===== src/rtl/addrc_controller.sv =====
// addrc_controller: add-round-constant sequencer for the matrix encoder.
// Walks all DEPTH slices of the state in an external slice memory, doing a
// read / latch / write-back of each slice with the round-constant bit for
// (round, slice) XORed into bit 0 (lane (0,0)).
module addrc_controller #(
    parameter int N      = 25,
    parameter int DEPTH  = 64,
    parameter int ADDR_W = 6,
    parameter int ROUNDS = 24,
    parameter int RND_W  = 5
) (
    input  logic              clk,
    input  logic              rst,
    input  logic              start,
    input  logic [RND_W-1:0]  round_in,
    output logic [ADDR_W-1:0] mem_addr,
    output logic              mem_rd,
    input  logic [N-1:0]      mem_rdata,
    output logic              mem_wr,
    output logic [N-1:0]      mem_wdata,
    output logic [RND_W-1:0]  rc_round,
    output logic [ADDR_W-1:0] rc_slice,
    input  logic              rc_bit,
    output logic              busy,
    output logic              done,
    output logic              err
);

    typedef enum logic [2:0] {
        S_IDLE,
        S_READ,
        S_LATCH,
        S_WRITE,
        S_FIN
    } state_t;

    localparam logic [ADDR_W-1:0] LAST_IDX = ADDR_W'(DEPTH - 1);

    state_t             state;
    logic [ADDR_W-1:0]  idx;
    logic [RND_W-1:0]   round_q;
    logic [N-1:0]       slice_q;
    logic               rcb_q;
    logic               round_ok;

    // One extra bit on the compare so ROUNDS == 2^RND_W would still work.
    assign round_ok = ({1'b0, round_in} < (RND_W + 1)'(ROUNDS));

    // Addresses follow idx only while a pass is running; they sit at 0 in IDLE and FIN.
    assign mem_addr  = busy ? idx : '0;
    assign rc_slice  = mem_addr;
    assign rc_round  = round_q;
    assign mem_wdata = (state == S_WRITE) ? {slice_q[N-1:1], slice_q[0] ^ rcb_q} : '0;

    // Pass sequencer: state, slice counter, holding registers and registered strobes.
    always_ff @(posedge clk) begin
        if (rst) begin
            state   <= S_IDLE;
            idx     <= '0;
            round_q <= '0;
            slice_q <= '0;
            rcb_q   <= 1'b0;
            mem_rd  <= 1'b0;
            mem_wr  <= 1'b0;
            busy    <= 1'b0;
            done    <= 1'b0;
            err     <= 1'b0;
        end else begin
            // NOTE: strobes default low every cycle so each is a single-cycle pulse;
            // all state here uses <= so every branch sees pre-edge values.
            mem_rd <= 1'b0;
            mem_wr <= 1'b0;
            done   <= 1'b0;
            err    <= 1'b0;
            case (state)
                S_IDLE: begin
                    if (start) begin
                        if (round_ok) begin
                            round_q <= round_in;
                            idx     <= '0;
                            mem_rd  <= 1'b1;
                            busy    <= 1'b1;
                            state   <= S_READ;
                        end else begin
                            err <= 1'b1;
                        end
                    end
                end
                S_READ: begin
                    // Read data arrives during LATCH.
                    state <= S_LATCH;
                end
                S_LATCH: begin
                    slice_q <= mem_rdata;
                    rcb_q   <= rc_bit;
                    mem_wr  <= 1'b1;
                    state   <= S_WRITE;
                end
                S_WRITE: begin
                    if (idx == LAST_IDX) begin
                        busy  <= 1'b0;
                        done  <= 1'b1;
                        state <= S_FIN;
                    end else begin
                        idx    <= idx + 1'b1;
                        mem_rd <= 1'b1;
                        state  <= S_READ;
                    end
                end
                S_FIN: begin
                    // Start is not looked at here, so it cannot be queued.
                    state <= S_IDLE;
                end
                default: begin
                    busy  <= 1'b0;
                    state <= S_IDLE;
                end
            endcase
        end
    end

endmodule


===== config.mk =====
export PLATFORM = sky130hd
export DESIGN_NAME = addrc_controller
export DESIGN_NICKNAME = d
export VERILOG_FILES = /design/src/rtl/addrc_controller.sv
export SDC_FILE = /design/constraint.sdc
export NUM_CORES = 1
export LEC_CHECK = 0
export CORE_MARGIN = 2
export CORE_UTILIZATION = 39
export DETAILED_ROUTE_END_ITERATION = 6
export PLACE_DENSITY = 0.76
export SYNTH_ARGS = -nofsm -noshare
export SYNTH_HDL_FRONTEND = slang
export SYNTH_SLANG_ARGS = --single-unit

===== constraint.sdc =====
create_clock -name clk -period 1.5 [get_ports clk]
set_input_delay 0.45 -clock clk [delete_from_list [all_inputs] [get_ports clk]]
set_output_delay 0.45 -clock clk [all_outputs]
set_load 0.01 [all_outputs]

==> impl_results.md <==
- Status: complete, but fails checks
- Failing checks: setup timing
- CP top delay family: simple AND/OR/NAND/NOR gates
- Worst reg2reg path endpoint: idx[5]$_SDFFE_PP0P_
- Setup WS post-layout: -259 ps
- Deepest clock path buffer count: 2
- Clock Sink Count: 45
- Clock Tree Root: clkbuf_8
- Clock-pin slew on the worst setup and hold paths: around 80 ps
- Worst reg2reg startpoint: state[2]$_SDFFE_PP0P_
- LEAKAGE: ~1.4 nW
- Cell Area, Synth: approximately 0.002 mm^2
- Crit path DAT: roughly 1300 ps
- Gr usage total: 18.6%
- Routed wire length: between 5000 and 6000 um
- Peak supply drop: 0.544 mV
- Hold Path End: slice_q[10]$_SDFFE_PP0P_
- First-pass GRT wire length: about 8200 um
- Post-synth top area share: a little under half
- Final min period: 1760 ps
- Net count, final: about 380
- Non-Filler Instances: 418
- Synth top area cells: dfxtp_1 (45%), nand2_1 (12%), and2_1 (9.4%)
- Worst path cell trace: and3b_2, buf_6, and2_4, buf_6
- Vias: a little under 2000
- Buf/Inv on CP: 2
- DP Wirelength: between 3000 and 4000 um
- Number of enable flip-flop cells after synthesis: 0
- Crit-path max cell delay: 350 ps
- Hold crit path type: reg -> reg
- WL per Instance: 13.1 um
- Initial antenna violation count: 0
- Ports: 81
- H-tree depth: 2
- # setup viols final: 63
- PD cells: between 800 and 900 mW/mm^2
- Post-synthesis cell count: ~250
- CP most frequent cell: buf_6
- Setup crit end kind: output pin
- Slew @ Worst Pin: 259 ps
- Core Footprint: approximately 0.0050 mm^2
- Vias in the first global route: ~1800
- Hold path startpoint: slice_q[10]$_SDFFE_PP0P_
- Total CTS buffers: 5
- Yosys warns: 0
- Mapped Nets: around 280
- First drt pass iteration count: 4
- Mapped Avg Cell Area: between 8 and 9 um^2
- Gpl congestion: just under 0.8
- Async S/R FF share, synth: 0%
- Initial core utilization: about two fifths
- Cell taking the most area after synthesis: dfxtp_1
- Slew Limit Fails: 0
- Hold Path Stages: 2
- Die Height: between 70 and 80 um
- Die ar.: roughly 0.0057 mm^2
- PortBufs: 80
- DRC Markers: 0
- Clk_lat worst skew: 290 ps
- Layout cell share with drive strength beyond 1: 39.7%
- Period utilization: 117%
- Synth-to-Final Area Change: 69.3%
- Max Freq: roughly 570 MHz
- Worst slew margin: between 80% and 90%
- Post-DP Area: between 0.002 and 0.003 mm^2
- Post-synthesis sequential area ratio: between 40% and 50%
- Filler cell count: around 440
- FF-to-FF path depth: 6
- Die width: about 76 um
- Rows: 26
- Synth Flop Type: dfxtp_1
- CTS tree: yes
- Crit Path Category: reg -> out
- RSZ-0062 raised after global routing: yes
- Total gr overflow: 0
- CP max-delay cell: dfxtp_1
- Finished Cell Area: ~0.0034 mm^2
- Critical Path Fanout Max: 7
- Vias per cell: between 4 and 5
- Max cap viols: 0
- Largest net degree at the start of global routing: 28
- Clk_skew: approximately 8 ps
- CP Data Required Time: 1050 ps
- Final Hold Vio Count: 0
- Antenna Nets Post-Route: 0
- CP startpoint kind: flip-flop
- Worst R2R Setup Slack: -220 ps
- Initial DRC count: just over 100
- Yosys reg bits: 45
- Synth unique cells: 34
- ANT cells: 0
- DP Cell Count: slightly below 400
-- placed cells by master, fill, tap and decap left out, types with 3 or more instances in the layout --
| cell type | synthesis | routed |
|---|---|---|
| nand2_1 | 66 | 60 |
| buf_6 | 2 | 43 |
| dfxtp_1 | 45 | 43 |
| clkdlybuf4s50_1 | 0 | 32 |
| a21oi_1 | 37 | 31 |
| and2_4 | 0 | 28 |
| buf_4 | 7 | 21 |
| dlygate4sd2_1 | 0 | 11 |
| a21oi_2 | 1 | 7 |
| nor2_1 | 7 | 6 |
| clkbuf_8 | 0 | 6 |
| nand2_2 | 0 | 5 |
| nor3_1 | 4 | 4 |
| nand3_1 | 5 | 3 |
| buf_12 | 0 | 3 |
-- worst max path at each step --
| stage | startpoint | end | slack, ps | cells after the start |
|---|---|---|---|---|
| floorplan | state[2]$_SDFFE_PP0P_ | mem_wdata[10] | -20 | 5 |
| finish | state[1]$_SDFFE_PP0P_ | mem_wdata[9] | -260 | 4 |
| global route | state[2]$_SDFFE_PP0P_ | mem_wdata[0] | -310 | 5 |
| global placement | start | idx[5]$_SDFFE_PP0P_ | -480 | 5 |
| detailed placement | start | idx[2]$_SDFFE_PP0P_ | -510 | 5 |
| CTS | state[2]$_SDFFE_PP0P_ | mem_wdata[14] | -280 | 4 |
-- registers in the layout (all words and copies together), names as in the netlist --
| register | flops |
|---|---|
| state | 3 |
| slice_q | 25 |
| rc_round | 5 |
| idx | 6 |
| mem_wr | 1 |
| rcb_q | 1 |
| err | 1 |
| mem_rd | 1 |
| done | 1 |
| busy | 1 |
-- layout make-up --
cell class | count | area [um^2] | area share, %
timing repair buffer | 116 | 1190 | 35.2
clock buffer | 7 | 86.3 | 2.56
tap | 70 | 87.6 | 2.59
multi-input combinational | 178 | 1100 | 32.6
inverter | 2 | 7.51 | 0.222
sequential | 45 | 906 | 26.8
-- power breakdown --
part	leakage [nW]	switching, mW	internal [mW]	total (mW)
clock	0.0443	0.371	0.366	0.737
combinational	0.995	0.419	0.477	0.896
sequential	0.367	0.0658	1.31	1.38
total	1.41	0.857	2.16	3.01
-- layer usage --
metal	track usage (%)	vias to the layer above	routed length (um)
li1	-	1003	-
met1	21.6	911	2270
met2	34.1	63	2860
met3	4.63	8	253
met4	4.68	0	68
met5	0	-	0
-- through the flow --
stage | setup TNS [ps] | setup slack, ps | utilization (%) | total power, mW | hold WS [ps]
6_report | -8950 | -259 | 67.4 | 3.01 | 456
2_1_floorplan | -317 | -15.4 | - | 1.78 | 432
3_5_place_dp | -15150 | -509 | 59.4 | 2.11 | 442
5_1_grt | -12430 | -306 | 67.4 | 3.17 | 477
3_3_place_gp | -14480 | -477 | 59.4 | 2.09 | 437
4_1_cts | -9660 | -275 | 63.4 | 2.92 | 455
-- what timing repair did --
item                                    in CTS  in global routing
gates cloned                                 3                  3
resized for setup                          213                 40
endpoints found under the setup margin      59                 77
pin swaps                                   32                 11
hold buffers                                 0                  0
setup buffers                                9                  2
endpoints found under the hold margin        0                  0
-- cells in the mapped netlist, types with 2 or more instances --
library cell / instances
buf_4: 7
o211ai_2: 2
buf_6: 2
o2bb2ai_1: 2
a21oi_1: 37
and2_1: 30
nand3_1: 5
inv_1: 2
clkbuf_1: 8
nor3_1: 4
dfxtp_1: 45
or3_1: 3
nand2_1: 66
nor2_1: 7
o21ai_2: 2
xnor2_1: 2
buf_2: 5
-- logic make-up (layout without fill, tap and decap cells) --
logic type / count (synthesis) / after routing / share of synthesized area [%]
AND/OR/NAND/NOR: 122 / 123 / 30.0
AO/OA/AOI/OAI: 52 / 52 / 16.5
flip-flops: 45 / 45 / 45.1
buffers and inverters: 24 / 125 / 6.90
XOR/XNOR: 2 / 2 / 0.878
adder cells (fa/ha/maj): 1 / 1 / 0.627
-- tightest hold or removal path, stage by stage (launching register included) --
cell     delay (ps)
dfxtp_1         310
nand2_1          50
a21oi_1          50
No activity file was read; power rests on OpenSTA's default activity.
